<file path="src/rtl/pattern_scan_arbiter_if.sv">
// rtl/pattern_scan_arbiter_if.sv - requester/result bundle for the shared pattern scanner
//
// Requester side : req0/data0, req1/data1 (level request + parallel word)
// Result side    : busy, gnt_id, ser_bit, match, done, count
// master modport : used by the requesters (drives req/data, observes results)
// slave modport  : used by pattern_scan_arbiter
interface pattern_scan_arbiter_if #(
  parameter int WIDTH = 8,
  parameter int CNT_W = 4
);
  logic             req0;
  logic [WIDTH-1:0] data0;
  logic             req1;
  logic [WIDTH-1:0] data1;
  logic             busy;
  logic             gnt_id;
  logic             ser_bit;
  logic             match;
  logic             done;
  logic [CNT_W-1:0] count;

  modport master (
    output req0, data0, req1, data1,
    input  busy, gnt_id, ser_bit, match, done, count
  );

  modport slave (
    input  req0, data0, req1, data1,
    output busy, gnt_id, ser_bit, match, done, count
  );
endinterface

</file>
<file path="src/rtl/pattern_scan_arbiter.sv">
// rtl/pattern_scan_arbiter.sv - round-robin shared serial "1010" Mealy detector
//
// clk   : rising-edge clock
// reset : asynchronous active-low reset
// bus   : slave side of pattern_scan_arbiter_if
//         in  req0/data0, req1/data1
//         out busy, gnt_id, ser_bit, match, done, count
module pattern_scan_arbiter #(
  parameter int WIDTH = 8,
  parameter int CNT_W = 4
) (
  input  logic                  clk,
  input  logic                  reset,
  pattern_scan_arbiter_if.slave bus
);

  localparam int BW = $clog2(WIDTH);

  typedef enum logic [1:0] {IDLE, SHIFT, DONE} state_t;
  typedef enum logic [1:0] {D_START, D_S1, D_S10, D_S101} det_t;

  state_t           state, state_nxt;
  det_t             det, det_nxt;
  logic [WIDTH-1:0] shreg;
  logic [BW-1:0]    bitcnt;
  logic [CNT_W-1:0] count_q;
  logic             gnt_q;
  logic             last_q;   // requester served by the most recent accept
  logic             any_req;
  logic             sel;
  logic             last_bit;
  logic             ser;
  logic             det_match;

  assign ser      = shreg[WIDTH-1];
  assign any_req  = bus.req0 | bus.req1;
  assign last_bit = (bitcnt == BW'(WIDTH - 1));

  // On a tie the requester not served last wins; otherwise the lone
  // requester wins (sel is don't-care when neither is asking).
  always_comb begin
    sel = 1'b0;
    if (bus.req0 && bus.req1) begin
      sel = ~last_q;
    end else begin
      sel = ~bus.req0;
    end
  end

  always_comb begin
    state_nxt = state;
    case (state)
      IDLE:    if (any_req) state_nxt = SHIFT;
      SHIFT:   if (last_bit) state_nxt = DONE;
      DONE:    state_nxt = IDLE;
      default: state_nxt = IDLE;
    endcase
  end

  // Overlapping detector: after a match the trailing "10" is kept (S10).
  always_comb begin
    det_nxt   = D_START;
    det_match = 1'b0;
    case (det)
      D_START: det_nxt = ser ? D_S1 : D_START;
      D_S1:    det_nxt = ser ? D_S1 : D_S10;
      D_S10:   det_nxt = ser ? D_S101 : D_START;
      D_S101: begin
        if (ser) begin
          det_nxt = D_S1;
        end else begin
          det_nxt   = D_S10;
          det_match = 1'b1;
        end
      end
      default: det_nxt = D_START;
    endcase
  end

  always_ff @(posedge clk or negedge reset) begin
    if (!reset) begin
      state <= IDLE;
    end else begin
      state <= state_nxt;
    end
  end

  always_ff @(posedge clk or negedge reset) begin
    if (!reset) begin
      shreg   <= '0;
      bitcnt  <= '0;
      count_q <= '0;
      gnt_q   <= 1'b0;
      last_q  <= 1'b1;
      det     <= D_START;
    end else begin
      case (state)
        IDLE: begin
          if (any_req) begin
            shreg   <= sel ? bus.data1 : bus.data0;
            gnt_q   <= sel;
            last_q  <= sel;
            bitcnt  <= '0;
            count_q <= '0;
            det     <= D_START;
          end
        end
        SHIFT: begin
          det    <= det_nxt;
          shreg  <= {shreg[WIDTH-2:0], 1'b0};
          bitcnt <= bitcnt + BW'(1);
          if (det_match) count_q <= count_q + CNT_W'(1);
        end
        default: ;
      endcase
    end
  end

  assign bus.busy    = (state != IDLE);
  assign bus.done    = (state == DONE);
  assign bus.gnt_id  = gnt_q;
  assign bus.ser_bit = ser;
  assign bus.match   = det_match && (state == SHIFT);
  assign bus.count   = count_q;

endmodule

</file>
<file path="src/flat_wrapper.sv">
// flat-port wrapper written by rule: the top's interface ports become plain ports
module pattern_scan_arbiter_flat 
#(
  parameter int WIDTH = 8,
  parameter int CNT_W = 4
)
  (clk, reset, bus_req0, bus_data0, bus_req1, bus_data1, bus_busy, bus_gnt_id, bus_ser_bit, bus_match, bus_done, bus_count);
  pattern_scan_arbiter_if #(.WIDTH(WIDTH), .CNT_W(CNT_W)) bus_i ();
  input  logic clk;
  input  logic reset;
  input wire logic [$bits(bus_i.req0)-1:0] bus_req0;
  input wire logic [$bits(bus_i.data0)-1:0] bus_data0;
  input wire logic [$bits(bus_i.req1)-1:0] bus_req1;
  input wire logic [$bits(bus_i.data1)-1:0] bus_data1;
  output wire logic [$bits(bus_i.busy)-1:0] bus_busy;
  output wire logic [$bits(bus_i.gnt_id)-1:0] bus_gnt_id;
  output wire logic [$bits(bus_i.ser_bit)-1:0] bus_ser_bit;
  output wire logic [$bits(bus_i.match)-1:0] bus_match;
  output wire logic [$bits(bus_i.done)-1:0] bus_done;
  output wire logic [$bits(bus_i.count)-1:0] bus_count;
  assign bus_i.req0 = bus_req0;
  assign bus_i.data0 = bus_data0;
  assign bus_i.req1 = bus_req1;
  assign bus_i.data1 = bus_data1;
  assign bus_busy = bus_i.busy;
  assign bus_gnt_id = bus_i.gnt_id;
  assign bus_ser_bit = bus_i.ser_bit;
  assign bus_match = bus_i.match;
  assign bus_done = bus_i.done;
  assign bus_count = bus_i.count;
  pattern_scan_arbiter #(.WIDTH(WIDTH), .CNT_W(CNT_W)) u_core (.clk(clk), .reset(reset), .bus(bus_i));
endmodule
</file>
<file path="config.mk">
export PLATFORM = sky130hd
export DESIGN_NAME = pattern_scan_arbiter_flat
export DESIGN_NICKNAME = d
export VERILOG_FILES = /design/src/rtl/pattern_scan_arbiter_if.sv /design/src/rtl/pattern_scan_arbiter.sv /design/src/flat_wrapper.sv
export SDC_FILE = /design/constraint.sdc
export NUM_CORES = 1
export LEC_CHECK = 0
export BUFFER_PORTS_ARGS = -buffer_cell sky130_fd_sc_hd__buf_2
export CAP_MARGIN = 15
export CORE_MARGIN = 1
export CORE_UTILIZATION = 32
export CTS_CLUSTER_DIAMETER = 120
export DETAILED_ROUTE_END_ITERATION = 8
export PLACE_DENSITY = 0.51
export SLEW_MARGIN = 5
export SYNTH_ARGS = -nofsm -noshare
export SYNTH_HDL_FRONTEND = slang
export SYNTH_SLANG_ARGS = --single-unit
</file>
<file path="constraint.sdc">
create_clock -name clk -period 1.7 [get_ports clk]
set_clock_uncertainty 0.1 [all_clocks]
set_input_delay 0.425 -clock clk [delete_from_list [all_inputs] [get_ports clk]]
set_output_delay 0.425 -clock clk [all_outputs]
set_load 0.02 [all_outputs]
</file>
* After elaboration in Yosys (flattened, before gate mapping)
Index checks and enable logic that the tools add are counted. Widths: inputs -> output; s select.
Storage, ports and cells: bits in registers 21, logic and storage cells 52, output and inout port bits 9, input port bits 20
Operators by class: add/sub/neg operators 2, bitwise operators 3, reduce and logical (&&, ||, !) cells 11, equal/unequal tests 9, multiplexer cells 20
Operator list (count):
- $mux 8 | 2
- $pmux 8 s2 | 1
- $mux 2 | 5
- $mux 4 | 2
- $pmux 2 s2 | 2
- $pmux 4 s2 | 1
- $eq 2x2->1 const B | 3
- $ne 2x1->1 const B | 3
- $pmux 2 s3 | 1
- $pmux 3 s2 | 1
- $reduce_and 2->1 | 3
- $add 4x1->4 const B | 1
- $eq 2x1->1 const B | 2
- $logic_not 2->1 | 2
- $mux 1 | 4
- $reduce_bool 2->1 | 2
- $add 3x1->3 const B | 1
- $eq 3x3->1 const B | 1
- $mux 3 | 1
- $reduce_and 3->1 | 1
- $logic_and 1x1->1 | 2
- $not 1->1 | 2
- $reduce_or 2->1 | 1
- $or 1x1->1 | 1

* Depth between registers and ports, before layout
word-level depth 5, depth in mapped cells 6, depth with buffers taken out 4

* Least setup slack after synthesis
No wires, ideal clock.
path kind register to output, start point register u_core.shreg[7], end point output bus_match, setup slack 0.176 ns, stages on the path, launching flop included 4, path buffers 0, data arrival time 0.999 ns, cells stage by stage dfrtp_1 > and2b_1 > nand3_4 > inv_1
On the way: cells in the longest elaborated chain, start to end 3
RTL lines:
- start: declaration | line pattern_scan_arbiter.sv:24 | logic [WIDTH-1:0] shreg;
- start signal: assignment | line pattern_scan_arbiter.sv:100 | shreg <= sel ? bus.data1 : bus.data0;
- start signal: assignment | line pattern_scan_arbiter.sv:110 | shreg <= {shreg[WIDTH-2:0], 1'b0};
- $mux 1 | line pattern_scan_arbiter.sv:69 | if (ser) begin
- $mux 1 | line pattern_scan_arbiter.sv:64 | case (det)
- $logic_and 1x1->1 | line pattern_scan_arbiter.sv:123 | assign bus.match = det_match && (state == SHIFT);
- end: declaration | line flat_wrapper.sv:18 | output wire logic [$bits(bus_i.match)-1:0] bus_match;
Every way passes these cells.

* Worst setup path after layout
start point register u_core.state[0], end point output bus_match
On the way: cells in the longest elaborated chain, start to end 2
RTL lines:
- start: declaration | line pattern_scan_arbiter.sv:22 | state_t state, state_nxt;
- start signal: assignment | line pattern_scan_arbiter.sv:84 | state <= state_nxt;
- $eq 2x1->1 | line pattern_scan_arbiter.sv:123
- $logic_and 1x1->1 | line pattern_scan_arbiter.sv:123
Every way passes these cells.

==> run metrics <==
status=finished, violations left; failing checks=setup timing; Detailed Route WL=2370 µm; Crit Path Max Fanout=5; Final Critical Period=1.74 ns; Clock Latency Late Sink=approximately 0.31 ns; Hold Crit Depth=3; layout cells sized above 1=42.6%; Core Area=0.00310 mm²; hold_sp=bus_data0[6]; vias=slightly below 900; Final Hold Vio Count=0; Initial Util=34.1%; crit end category=output pin; post-route ant nets=0; CP Data Arrival Time=around 1.2 ns; Clock transition at path regs=0.13 ns; Int Pwr=around 1300 µW; Num CTS Buffers=3; CTS tree=built; setup ws final=-0.0370 ns; setup TNS=-0.0372 ns; Netlist cell types=29; FF-to-FF Start=u_core.state[1]; sw frac=36.7%; Synth Instances=101; register area share after synthesis=49.8%; Seq pwr share=39.6%; Worst Reg-to-Reg Cells=6; Slew Limit Fails=0; CP required=1.17 ns; DRC violations left=0; Die X=59.5 µm; GRT Total Usage=15.1%; Via-to-Cell Ratio=roughly 4.7; clock buffer depth=2; FMAX=576 MHz; unrepaired setup endpoints after global routing=true; hold path endpoint=u_core.shreg[6]; first-pass GRT wire length=approximately 3800 µm; grt ovf=0; Port Buffers=28; Syn Nets=124; initial antenna violation count=0; max-cap violations=0; final worst-path cycle share=102%; Post-synth ARST share=100%; DIE AREA=0.00354 mm²; syn avg cell area=10.5 µm²; Num Clock Sinks=21; synth-to-layout area growth=30.6%; FP Rows=20; Synth Flop Type=dfrtp_1; Post-synth EDFFs=0; dpl hpwl=1710 µm; final setup fails=2; Clk network pwr share=about 12%; r2r endpoint=u_core.bus.count[3]; Peak VDD IR=0.698 mV; logic gate share of total power=48.7%; register bit total from synthesis=21; worst slew pin tran=0.487 ns; wire length per cell=12.8 µm; worst hold path class=primary input to register; vias in the first global route=865; nets=roughly 170; Pleak=0.000687 µW; Die H=59.5 µm; CP Class=register to output pin; Diodes inserted=0; TritonRoute pass-1 iters=3; Reg2Reg Setup Slack=approximately 0.07 ns; Root Buffer=clkbuf_4; Net Switching=772 µW; H-tree lvl count=1; Synth warnings=0; Pwr Density=1520 mW/mm²; DRC violation total after the first TritonRoute iteration=7; startpoint types=register; largest net degree at the start of global routing=22; Routability Congestion=0.719; cell area after placement=0.00129 mm²; post-route cell area=between 0.001 and 0.0015 mm²; max_slew headroom=around two thirds; IO Pins=29; cell area after synthesis=0.00106 mm²
==> how the worst max path moves through the flow <==
| stage | from | end | slack [ns] | cells past startpoint |
|---|---|---|---|---|
| floorplan | u_core.shreg[7] | bus_match | 0.18 | 3 |
| global placement | bus_req1 | u_core.bus.gnt_id | 0.16 | 6 |
| detailed placement | bus_req1 | u_core.bus.gnt_id | 0.14 | 6 |
| CTS | u_core.state[1] | bus_match | -0.05 | 4 |
| global route | u_core.state[1] | bus_busy | -0.1 | 4 |
| finish | u_core.state[0] | bus_match | -0.04 | 4 |
==> power groups by stage <==
| stage | Sequential, µW | Clock [µW] | Combinational (µW) |
|---|---|---|---|
| 2_1_floorplan | 842 | 0 | 640 |
| 3_3_place_gp | 835 | 0 | 944 |
| 3_5_place_dp | 843 | 0 | 959 |
| 4_1_cts | 831 | 263 | 1020 |
| 5_1_grt | 857 | 275 | 1150 |
| 6_report | 833 | 245 | 1020 |
==> critical path, stage by stage, from the launching register on <==
cell and delay, ns:
dfrtp_2 0.47, and2b_4 0.19, nand3_4 0.08, inv_2 0.04, buf_6 0.12
==> state kept, by name, summed over array words and instances (netlist names) <==
name,flops
u_core.shreg,8
u_core.bitcnt,3
u_core.bus.gnt_id,1
u_core.det,2
u_core.bus.count,4
u_core.state,2
u_core.last_q,1
==> cells in the mapped netlist, types with 2 or more instances <==
cell	number	area, µm²
o21a_1	2	15.0
o21ai_0	13	65.1
a22o_1	3	26.3
inv_1	2	7.51
dfrtp_1	20	500
nand2b_1	2	12.5
nor2_1	4	15.0
buf_2	2	10.0
nand2_1	6	22.5
a21oi_1	9	45.0
or3b_2	7	61.3
buf_4	2	15.0
ha_1	3	37.5
nand3_1	4	20.0
mux2i_1	8	80.1
==> stage by stage <==
stage                     hold WS, ns  instances  utilization, %  power [µW]  worst slack, ns
after global routing            0.305        185            44.6        2280          -0.0957
after global placement          0.310        175            41.6        1780            0.159
after floorplan                0.0294        101               -        1480            0.176
final                           0.299        185            44.6        2100          -0.0370
after detailed placement        0.319        175            41.6        1800            0.140
after CTS                       0.295        183            44.1        2110          -0.0540
==> area by class of cell <==
cell class              count  area [µm²]
multi-input cells          73         499
repair buffers             41         265
flip-flops and latches     21         528
fillers                   317        1720
clock inverters             1        5.00
inverters                   2        7.51
well taps                  44        55.1
clock buffers               3        22.5
==> kinds of logic after synthesis <==
family / synth area share (%)
and+or+nand+nor: 20.6
AOI/OAI and AO/OA: 14.3
DFF: 49.8
muxes: 7.57
buffers and inverters: 3.43
adders and majority gates: 3.55
xor gates and xnor gates: 0.828
==> timing repair <==
action | CTS | global route
cloned | 0 | 0
hold buffers | 1 | 0
pin swaps | 0 | 0
endpoints found under the setup margin | 3 | 3
resized for setup | 8 | 0
hold endpoints to repair | 20 | 0
setup buffers | 3 | 2
==> placed cells by master (no fill, tap or decap), types with 2 or more instances in the layout <==
master    count
buf_2        26
dfrtp_1      19
o21ai_0      13
buf_4        11
a21oi_1       9
mux2i_1       8
or3b_2        7
nand2_1       6
nand3_1       4
nor2_1        3
a22o_1        3
ha_1          3
clkbuf_4      3
nor2_2        2
nand2b_1      2
o21a_1        2
buf_6         2
==> routing by layer <==
layer | vias to the layer above | GRT usage, % | part of all wire [%]
met3 | 4 | 4.59 | 3.9
li1 | 439 | - | -
met2 | 16 | 24.4 | 48
met1 | 415 | 18.7 | 47
met4 | 0 | 5.98 | 1.2
met5 | - | 0 | 0
(Power assumes the default switching activity.)
